$ cat src/rtl/sump_serial_pkg.sv
// Shared encodings for the SUMP serial command receiver.
package sump_serial_pkg;

   localparam int unsigned SUMP_LONG_CMD_BIT = 7;
   localparam int unsigned SUMP_DATA_BYTES   = 4;

   // Bit-level UART receive states
   typedef enum logic [1:0] {
      BIT_IDLE  = 2'd0,
      BIT_START = 2'd1,
      BIT_DATA  = 2'd2,
      BIT_STOP  = 2'd3
   } bit_state_t;

   // Command assembly states
   typedef enum logic {
      CMD_WAIT_OP   = 1'b0,
      CMD_WAIT_DATA = 1'b1
   } cmd_state_t;

   // Long commands carry four data bytes after the opcode
   function automatic logic is_long_cmd(input logic [7:0] i_opcode);
      return i_opcode[SUMP_LONG_CMD_BIT];
   endfunction

endpackage

$ cat src/rtl/serial_rx_byte.sv
// 8N1 byte deserialiser: 2-FF synchroniser on rx followed by the bit FSM.
// With SERIAL_RX_TIMEOUT_EN defined, also exports o_active_c (bit FSM busy).
module serial_rx_byte
   import sump_serial_pkg::*;
#(
   parameter int unsigned BITLENGTH = 868,
   parameter int unsigned CNT_W     = 16
) (
   input  logic       i_clk,
   input  logic       i_rst,
   input  logic       i_rx,
`ifdef SERIAL_RX_TIMEOUT_EN
   output logic       o_active_c,
`endif
   output logic [7:0] o_rx_byte,
   output logic       o_byte_valid_c,
   output logic       o_framing_error_c
);

   localparam logic [CNT_W-1:0] HALF_M1 = CNT_W'(BITLENGTH / 2 - 1);
   localparam logic [CNT_W-1:0] BIT_M1  = CNT_W'(BITLENGTH - 1);

   logic             r_rx_meta;
   logic             r_rx_s;
   bit_state_t       r_state;
   logic [CNT_W-1:0] r_cnt;
   logic [2:0]       r_bit_idx;
   logic [7:0]       r_shift;
   logic             r_err_hold;

   bit_state_t       w_state_nxt;
   logic [CNT_W-1:0] w_cnt_nxt;
   logic [2:0]       w_bit_idx_nxt;
   logic [7:0]       w_shift_nxt;
   logic             w_err_hold_nxt;

   // Two-flop synchroniser; resets to the idle-high line level
   always_ff @(posedge i_clk) begin
      if (i_rst) begin
         r_rx_meta <= 1'b1;
         r_rx_s    <= 1'b1;
      end else begin
         r_rx_meta <= i_rx;
         r_rx_s    <= r_rx_meta;
      end
   end

   // Bit FSM state and datapath registers
   always_ff @(posedge i_clk) begin
      if (i_rst) begin
         r_state    <= BIT_IDLE;
         r_cnt      <= '0;
         r_bit_idx  <= '0;
         r_shift    <= '0;
         r_err_hold <= 1'b0;
      end else begin
         r_state    <= w_state_nxt;
         r_cnt      <= w_cnt_nxt;
         r_bit_idx  <= w_bit_idx_nxt;
         r_shift    <= w_shift_nxt;
         r_err_hold <= w_err_hold_nxt;
      end
   end

   // Next-state and strobe decode; samples land mid-bit
   always_comb begin
      w_state_nxt       = r_state;
      w_cnt_nxt         = r_cnt + CNT_W'(1);
      w_bit_idx_nxt     = r_bit_idx;
      w_shift_nxt       = r_shift;
      w_err_hold_nxt    = r_err_hold;
      o_byte_valid_c    = 1'b0;
      o_framing_error_c = 1'b0;
      case (r_state)
         BIT_IDLE: begin
            w_cnt_nxt     = '0;
            w_bit_idx_nxt = '0;
            if (!r_rx_s) w_state_nxt = BIT_START;
         end
         BIT_START: begin
            if (r_cnt == HALF_M1) begin
               w_cnt_nxt   = '0;
               w_state_nxt = r_rx_s ? BIT_IDLE : BIT_DATA;
            end
         end
         BIT_DATA: begin
            if (r_cnt == BIT_M1) begin
               w_cnt_nxt     = '0;
               w_shift_nxt   = {r_rx_s, r_shift[7:1]};
               w_bit_idx_nxt = r_bit_idx + 3'd1;
               if (r_bit_idx == 3'd7) w_state_nxt = BIT_STOP;
            end
         end
         BIT_STOP: begin
            if (r_err_hold) begin
               // Broken frame: wait for the line to return high
               w_cnt_nxt = '0;
               if (r_rx_s) begin
                  w_err_hold_nxt = 1'b0;
                  w_state_nxt    = BIT_IDLE;
               end
            end else if (r_cnt == BIT_M1) begin
               w_cnt_nxt = '0;
               if (r_rx_s) begin
                  o_byte_valid_c = 1'b1;
                  w_state_nxt    = BIT_IDLE;
               end else begin
                  o_framing_error_c = 1'b1;
                  w_err_hold_nxt    = 1'b1;
               end
            end
         end
         default: begin
            w_state_nxt = BIT_IDLE;
            w_cnt_nxt   = '0;
         end
      endcase
   end

   assign o_rx_byte = r_shift;

`ifdef SERIAL_RX_TIMEOUT_EN
   // Any activity after idle counts as a start bit for the command timeout
   assign o_active_c = (r_state != BIT_IDLE);
`endif

endmodule

$ cat src/rtl/serial_receiver.sv
// SUMP command receiver: assembles 1-byte short and 5-byte long commands.
// Optional macro SERIAL_RX_TIMEOUT_EN drops a stalled partial long command.
module serial_receiver
   import sump_serial_pkg::*;
#(
   parameter int unsigned FREQ         = 100000000,
   parameter int unsigned RATE         = 115200,
   parameter int unsigned TIMEOUT_BITS = 32
) (
   input  logic        clock,
   input  logic        extReset,
   input  logic        rx,
   output logic [7:0]  op,
   output logic [31:0] data,
   output logic        execute,
   output logic        framing_error
);

   localparam int unsigned BITLENGTH = FREQ / RATE;
   localparam int unsigned CNT_W     = $clog2(BITLENGTH * TIMEOUT_BITS) + 1;
   localparam logic [1:0]  LAST_IDX  = 2'(SUMP_DATA_BYTES - 1);

   logic [7:0]  w_rx_byte;
   logic        w_rx_valid;
   logic        w_rx_ferr;

   cmd_state_t  r_cmd_state;
   logic [1:0]  r_cnt_byte;
   logic [7:0]  r_op_sh;
   logic [31:0] r_data_sh;
   logic [7:0]  r_op;
   logic [31:0] r_data;
   logic        r_execute;
   logic        r_framing_error;

   cmd_state_t  w_cmd_state_nxt;
   logic [1:0]  w_cnt_byte_nxt;
   logic [7:0]  w_op_sh_nxt;
   logic [31:0] w_data_sh_nxt;
   logic [7:0]  w_op_nxt;
   logic [31:0] w_data_nxt;
   logic        w_execute_nxt;
   logic        w_framing_error_nxt;

`ifdef SERIAL_RX_TIMEOUT_EN
   localparam logic [CNT_W-1:0] TIMEOUT_M1 = CNT_W'(TIMEOUT_BITS * BITLENGTH - 1);
   logic             w_active;
   logic [CNT_W-1:0] r_timer;
   logic [CNT_W-1:0] w_timer_nxt;
`endif

   serial_rx_byte #(
      .BITLENGTH (BITLENGTH),
      .CNT_W     (CNT_W)
   ) u_rx_byte (
      .i_clk             (clock),
      .i_rst             (extReset),
      .i_rx              (rx),
`ifdef SERIAL_RX_TIMEOUT_EN
      .o_active_c        (w_active),
`endif
      .o_rx_byte         (w_rx_byte),
      .o_byte_valid_c    (w_rx_valid),
      .o_framing_error_c (w_rx_ferr)
   );

   // Command FSM state, shadow registers and registered outputs
   always_ff @(posedge clock) begin
      if (extReset) begin
         r_cmd_state     <= CMD_WAIT_OP;
         r_cnt_byte      <= '0;
         r_op_sh         <= '0;
         r_data_sh       <= '0;
         r_op            <= '0;
         r_data          <= '0;
         r_execute       <= 1'b0;
         r_framing_error <= 1'b0;
      end else begin
         r_cmd_state     <= w_cmd_state_nxt;
         r_cnt_byte      <= w_cnt_byte_nxt;
         r_op_sh         <= w_op_sh_nxt;
         r_data_sh       <= w_data_sh_nxt;
         r_op            <= w_op_nxt;
         r_data          <= w_data_nxt;
         r_execute       <= w_execute_nxt;
         r_framing_error <= w_framing_error_nxt;
      end
   end

`ifdef SERIAL_RX_TIMEOUT_EN
   // Idle-time counter while a long command is incomplete
   always_ff @(posedge clock) begin
      if (extReset) r_timer <= '0;
      else          r_timer <= w_timer_nxt;
   end
`endif

   // Command assembly; op/data only move together with execute
   always_comb begin
      w_cmd_state_nxt     = r_cmd_state;
      w_cnt_byte_nxt      = r_cnt_byte;
      w_op_sh_nxt         = r_op_sh;
      w_data_sh_nxt       = r_data_sh;
      w_op_nxt            = r_op;
      w_data_nxt          = r_data;
      w_execute_nxt       = 1'b0;
      w_framing_error_nxt = 1'b0;
`ifdef SERIAL_RX_TIMEOUT_EN
      w_timer_nxt         = '0;
`endif
      if (w_rx_ferr) begin
         w_framing_error_nxt = 1'b1;
         w_cmd_state_nxt     = CMD_WAIT_OP;
         w_cnt_byte_nxt      = '0;
      end else if (w_rx_valid) begin
         case (r_cmd_state)
            CMD_WAIT_OP: begin
               if (is_long_cmd(w_rx_byte)) begin
                  w_op_sh_nxt     = w_rx_byte;
                  w_cnt_byte_nxt  = '0;
                  w_cmd_state_nxt = CMD_WAIT_DATA;
               end else begin
                  w_op_nxt      = w_rx_byte;
                  w_execute_nxt = 1'b1;
               end
            end
            CMD_WAIT_DATA: begin
               // Bytes arrive LSB first; shifting down leaves b1 in [7:0]
               w_data_sh_nxt = {w_rx_byte, r_data_sh[31:8]};
               if (r_cnt_byte == LAST_IDX) begin
                  w_op_nxt        = r_op_sh;
                  w_data_nxt      = {w_rx_byte, r_data_sh[31:8]};
                  w_execute_nxt   = 1'b1;
                  w_cnt_byte_nxt  = '0;
                  w_cmd_state_nxt = CMD_WAIT_OP;
               end else begin
                  w_cnt_byte_nxt = r_cnt_byte + 2'd1;
               end
            end
            default: begin
               w_cmd_state_nxt = CMD_WAIT_OP;
               w_cnt_byte_nxt  = '0;
            end
         endcase
      end
`ifdef SERIAL_RX_TIMEOUT_EN
      else if (r_cmd_state == CMD_WAIT_DATA && !w_active) begin
         if (r_timer == TIMEOUT_M1) begin
            w_cmd_state_nxt = CMD_WAIT_OP;
            w_cnt_byte_nxt  = '0;
         end else begin
            w_timer_nxt = r_timer + CNT_W'(1);
         end
      end
`endif
   end

   assign op            = r_op;
   assign data          = r_data;
   assign execute       = r_execute;
   assign framing_error = r_framing_error;

endmodule

$ cat config.mk
export PLATFORM = sky130hd
export DESIGN_NAME = serial_receiver
export DESIGN_NICKNAME = d
export VERILOG_FILES = /design/src/rtl/sump_serial_pkg.sv /design/src/rtl/serial_rx_byte.sv /design/src/rtl/serial_receiver.sv
export SDC_FILE = /design/constraint.sdc
export NUM_CORES = 1
export LEC_CHECK = 0
export ABC_CLOCK_PERIOD_IN_PS = 1890
export CAP_MARGIN = 15
export CORE_ASPECT_RATIO = 0.9
export CORE_MARGIN = 2
export CORE_UTILIZATION = 40
export DETAILED_ROUTE_END_ITERATION = 10
export PLACE_DENSITY = 0.63
export SLEW_MARGIN = 20
export SYNTH_ARGS = -nofsm -noshare
export SYNTH_HDL_FRONTEND = slang
export SYNTH_SLANG_ARGS = --single-unit
export TNS_END_PERCENT = 50
$ cat constraint.sdc
create_clock -name clock -period 1.89 [get_ports clock]
set_clock_uncertainty 0.2 [all_clocks]
set_input_delay 0.4725 -clock clock [delete_from_list [all_inputs] [get_ports clock]]
set_output_delay 0.4725 -clock clock [all_outputs]
set_load 0.01 [all_outputs]
==> parameters.txt <==
Parameter                              Value

Cells and area
  Post-layout instance count excluding filler cells    766
  Total Nets Final    613
  Finished layout cell area    6205 sq um
  Layout overhead on the synthesized area    31.57%
  Post-route core utilization    between 50 and 60%
  Fraction of final layout cells with drive strength greater than 1    21.31%
  Antenna diode count    0

Die
  Site row count    37
  I/O pins    45
  Die area    12670 sq um
  Chip width    118.5 microns
  Initial cell density of the core    between 40% and 50%
  Standard cell core area    11480 sq um
  Vertical die dimension    about 110 microns

Power
  Total power per unit cell area    between 600 and 700 nW/um^2
  Leakage power figure    2.237 nW
  Max rail drop VDD    0.5738 mV
  Power, Total    about 4.2 mW

Critical path
  Critical path peak fanout    16
  Critical path start-end classification    reg -> reg
  FF-to-FF path depth    6
  Launching element type of the critical path    flop
  Type of element capturing the critical path    flop
  Data required time of the critical path    approximately 1.9 ns
  CP arrival    1.96 ns

Logic synthesis
  Synth Instances    542
  Average size of a mapped cell    8.701 sq um
  Share of synthesized area occupied by flip-flops and latches    46.27%
  Top flip-flop cell by instance count after synthesis    dfxtp_1
  Net count of the mapped netlist    550
  Total standard cell area after synthesis    4716 sq um
  Largest cells by area after synthesis    dfxtp_1, o21ai_0, a21oi_1
  Number of flops mapped to enable cells by yosys    0
  Post-synth ARST share    0%
  Area share of the largest cell type after synthesis    46.27%
  Cell types with the highest counts after synthesis    dfxtp_1, o21ai_0, a21oi_1, nand3_1, nand4_1
  Cell with the most instances after synthesis    dfxtp_1
  Number of warnings issued by yosys    0
  Number of unique standard cell types used by synthesis    47
  Cell type contributing the most total cell area after synthesis    dfxtp_1
  Number of synthesized register bits    109

STA
  Unrepaired setup endpoints after global routing    yes
  Crit share post-route    101.5%
  Final count of negative-setup-slack endpoints    23
  Number of endpoints with negative hold slack in the final report    0
  Count of pins over their slew limit    0
  Final critical-path setup slack    -0.02857 ns
  Rel. slew slack    between 60 and 70%
  Final critical-path required period    1.919 ns
  Maximum clock frequency    around 520 MHz
  Actual slew at the worst max-slew pin    around 0.5 ns

Drt
  Total number of vias    4441
  DRT antenna net count    0
  Detailed-route wire length    12.53 mm
  DRC violations left    0
  Mean routed wirelength per cell    16.36 microns
  Pre-antenna DRT Iters    4
  Violation count after the first detailed-routing iteration    323
  Vias per Instance    5.798

Placed design
  Final weighted congestion of routability-driven global placement    around 0.8
  Cell count after placement    740
  Setup slack at placement    -0.07464 ns
  Placement-stage cell area    5628 sq um
  Port-buffer cells    44
  Detailed Place HPWL    7.935 mm

Clock tree
  Clock buffer depth    2
  Clock sinks    109
  H-tree level count    3
  Number of buffers inserted by hold repair at cts    0
  CTS tree    built
  Cts bufs inserted    9
  Clock latency at the later pin of the worst-skew pair    0.35 ns
  CTS clk-pin slew, worst paths    0.08 ns
  Clock tree root buffer cell    clkbuf_16

Global routing
  First-pass GRT wire length    20.53 mm
  Aggregate global-route resource usage    19.95%
  Sum of overflow across all layers after global routing    0
  Initial antenna violation count    0
  Number of global-route vias before repair    4096
  Maximum number of pins on one net before global-route repair    between 40 and 50

Outcome
  Violated checks    negative setup slack
  Status    finished with violations

Hold path
  Hold Crit Depth    1
  Worst hold path type    reg -> reg

Flow run
  Max_cap viols    0
-- critical path, stage by stage (launching register included) --
cell and delay [ns]:
dfxtp_2 0.35, nor4_4 0.31, buf_4 0.18, nand4_1 0.22, a32oi_4 0.28, buf_12 0.19
nor3_1 0.06
-- state kept, by name (all words and copies together), names as in the netlist, 2 cells and up, named ones only --
signal	count
op	8
u_rx_byte.r_cnt	16
data	32
u_rx_byte.o_rx_byte	8
r_op_sh	8
u_rx_byte.r_bit_idx	3
r_data_sh	24
r_cnt_byte	2
-- timing repair --
action	4_1_cts	5_1_grt
pin swaps	6	33
buffers inserted	3	4
endpoints found under the setup margin	101	110
gates cloned	1	2
resized for setup	51	69
hold endpoints to repair	0	0
-- through the flow --
| stage | hold slack [ns] | setup TNS (ns) |
|---|---|---|
| floorplan | 0.1895 | 0 |
| global placement | 0.1987 | -0.04545 |
| detailed placement | 0.2002 | -1.151 |
| CTS | 0.2185 | -0.2695 |
| global route | 0.2567 | -4.081 |
| finish | 0.2139 | -0.3601 |
-- worst paths after layout --
| path | from | end | slack (ns) |
|---|---|---|---|
| min reg2reg | u_rx_byte.r_rx_meta | u_rx_byte.r_rx_s | 0.21 |
| max | u_rx_byte.r_cnt[14] | u_rx_byte.r_cnt[11] | -0.03 |
| max reg2reg | u_rx_byte.r_cnt[14] | u_rx_byte.r_cnt[11] | -0.03 |
| min | u_rx_byte.r_rx_meta | u_rx_byte.r_rx_s | 0.21 |
-- where the power goes --
group          leakage (nW)  switching, mW  internal, mW  total (mW)
clock network         0.129          0.887         0.938        1.82
registers             0.885        0.00235          2.30        2.30
logic                  1.22         0.0612        0.0323      0.0936
-- cell families (layout without fill, tap and decap cells) --
family | Yosys count | after routing | share of synthesized area, %
AOI/OAI and AO/OA | 174 | 174 | 19.71
xor gates and xnor gates | 11 | 11 | 2.043
adders and majority gates | 5 | 5 | 1.327
buffers and inverters | 60 | 128 | 6.474
DFF | 109 | 109 | 46.27
muxes | 8 | 8 | 1.698
and+or+nand+nor | 175 | 175 | 22.47
-- routing by layer --
layer | routed length, microns | track usage (%)
met5 | 0 | 0
met1 | 5645 | 26.25
met2 | 5975 | 32.16
met4 | 218 | 7.483
met3 | 695 | 4.415
-- cell usage in the layout, fill, tap and decap left out, types with 11 or more instances in the layout --
cell type / count
dfxtp_1: 97
a21oi_1: 67
nand3_1: 57
o21ai_0: 47
buf_4: 42
nand4_1: 38
dlygate4sd2_1: 37
o21ai_1: 30
nor3_1: 18
buf_12: 15
clkbuf_16: 11
dfxtp_2: 11
-- area by class of cell --
type	count	area, sq um
clock buffers	10	239.0
clock inverters	6	46.29
fillers	1075	5276
flip-flops and latches	109	2200
inverters	5	18.77
repair buffers	107	1135
multi-input cells	373	2371
well taps	156	195.2
Power figures use the tool's default switching activity.
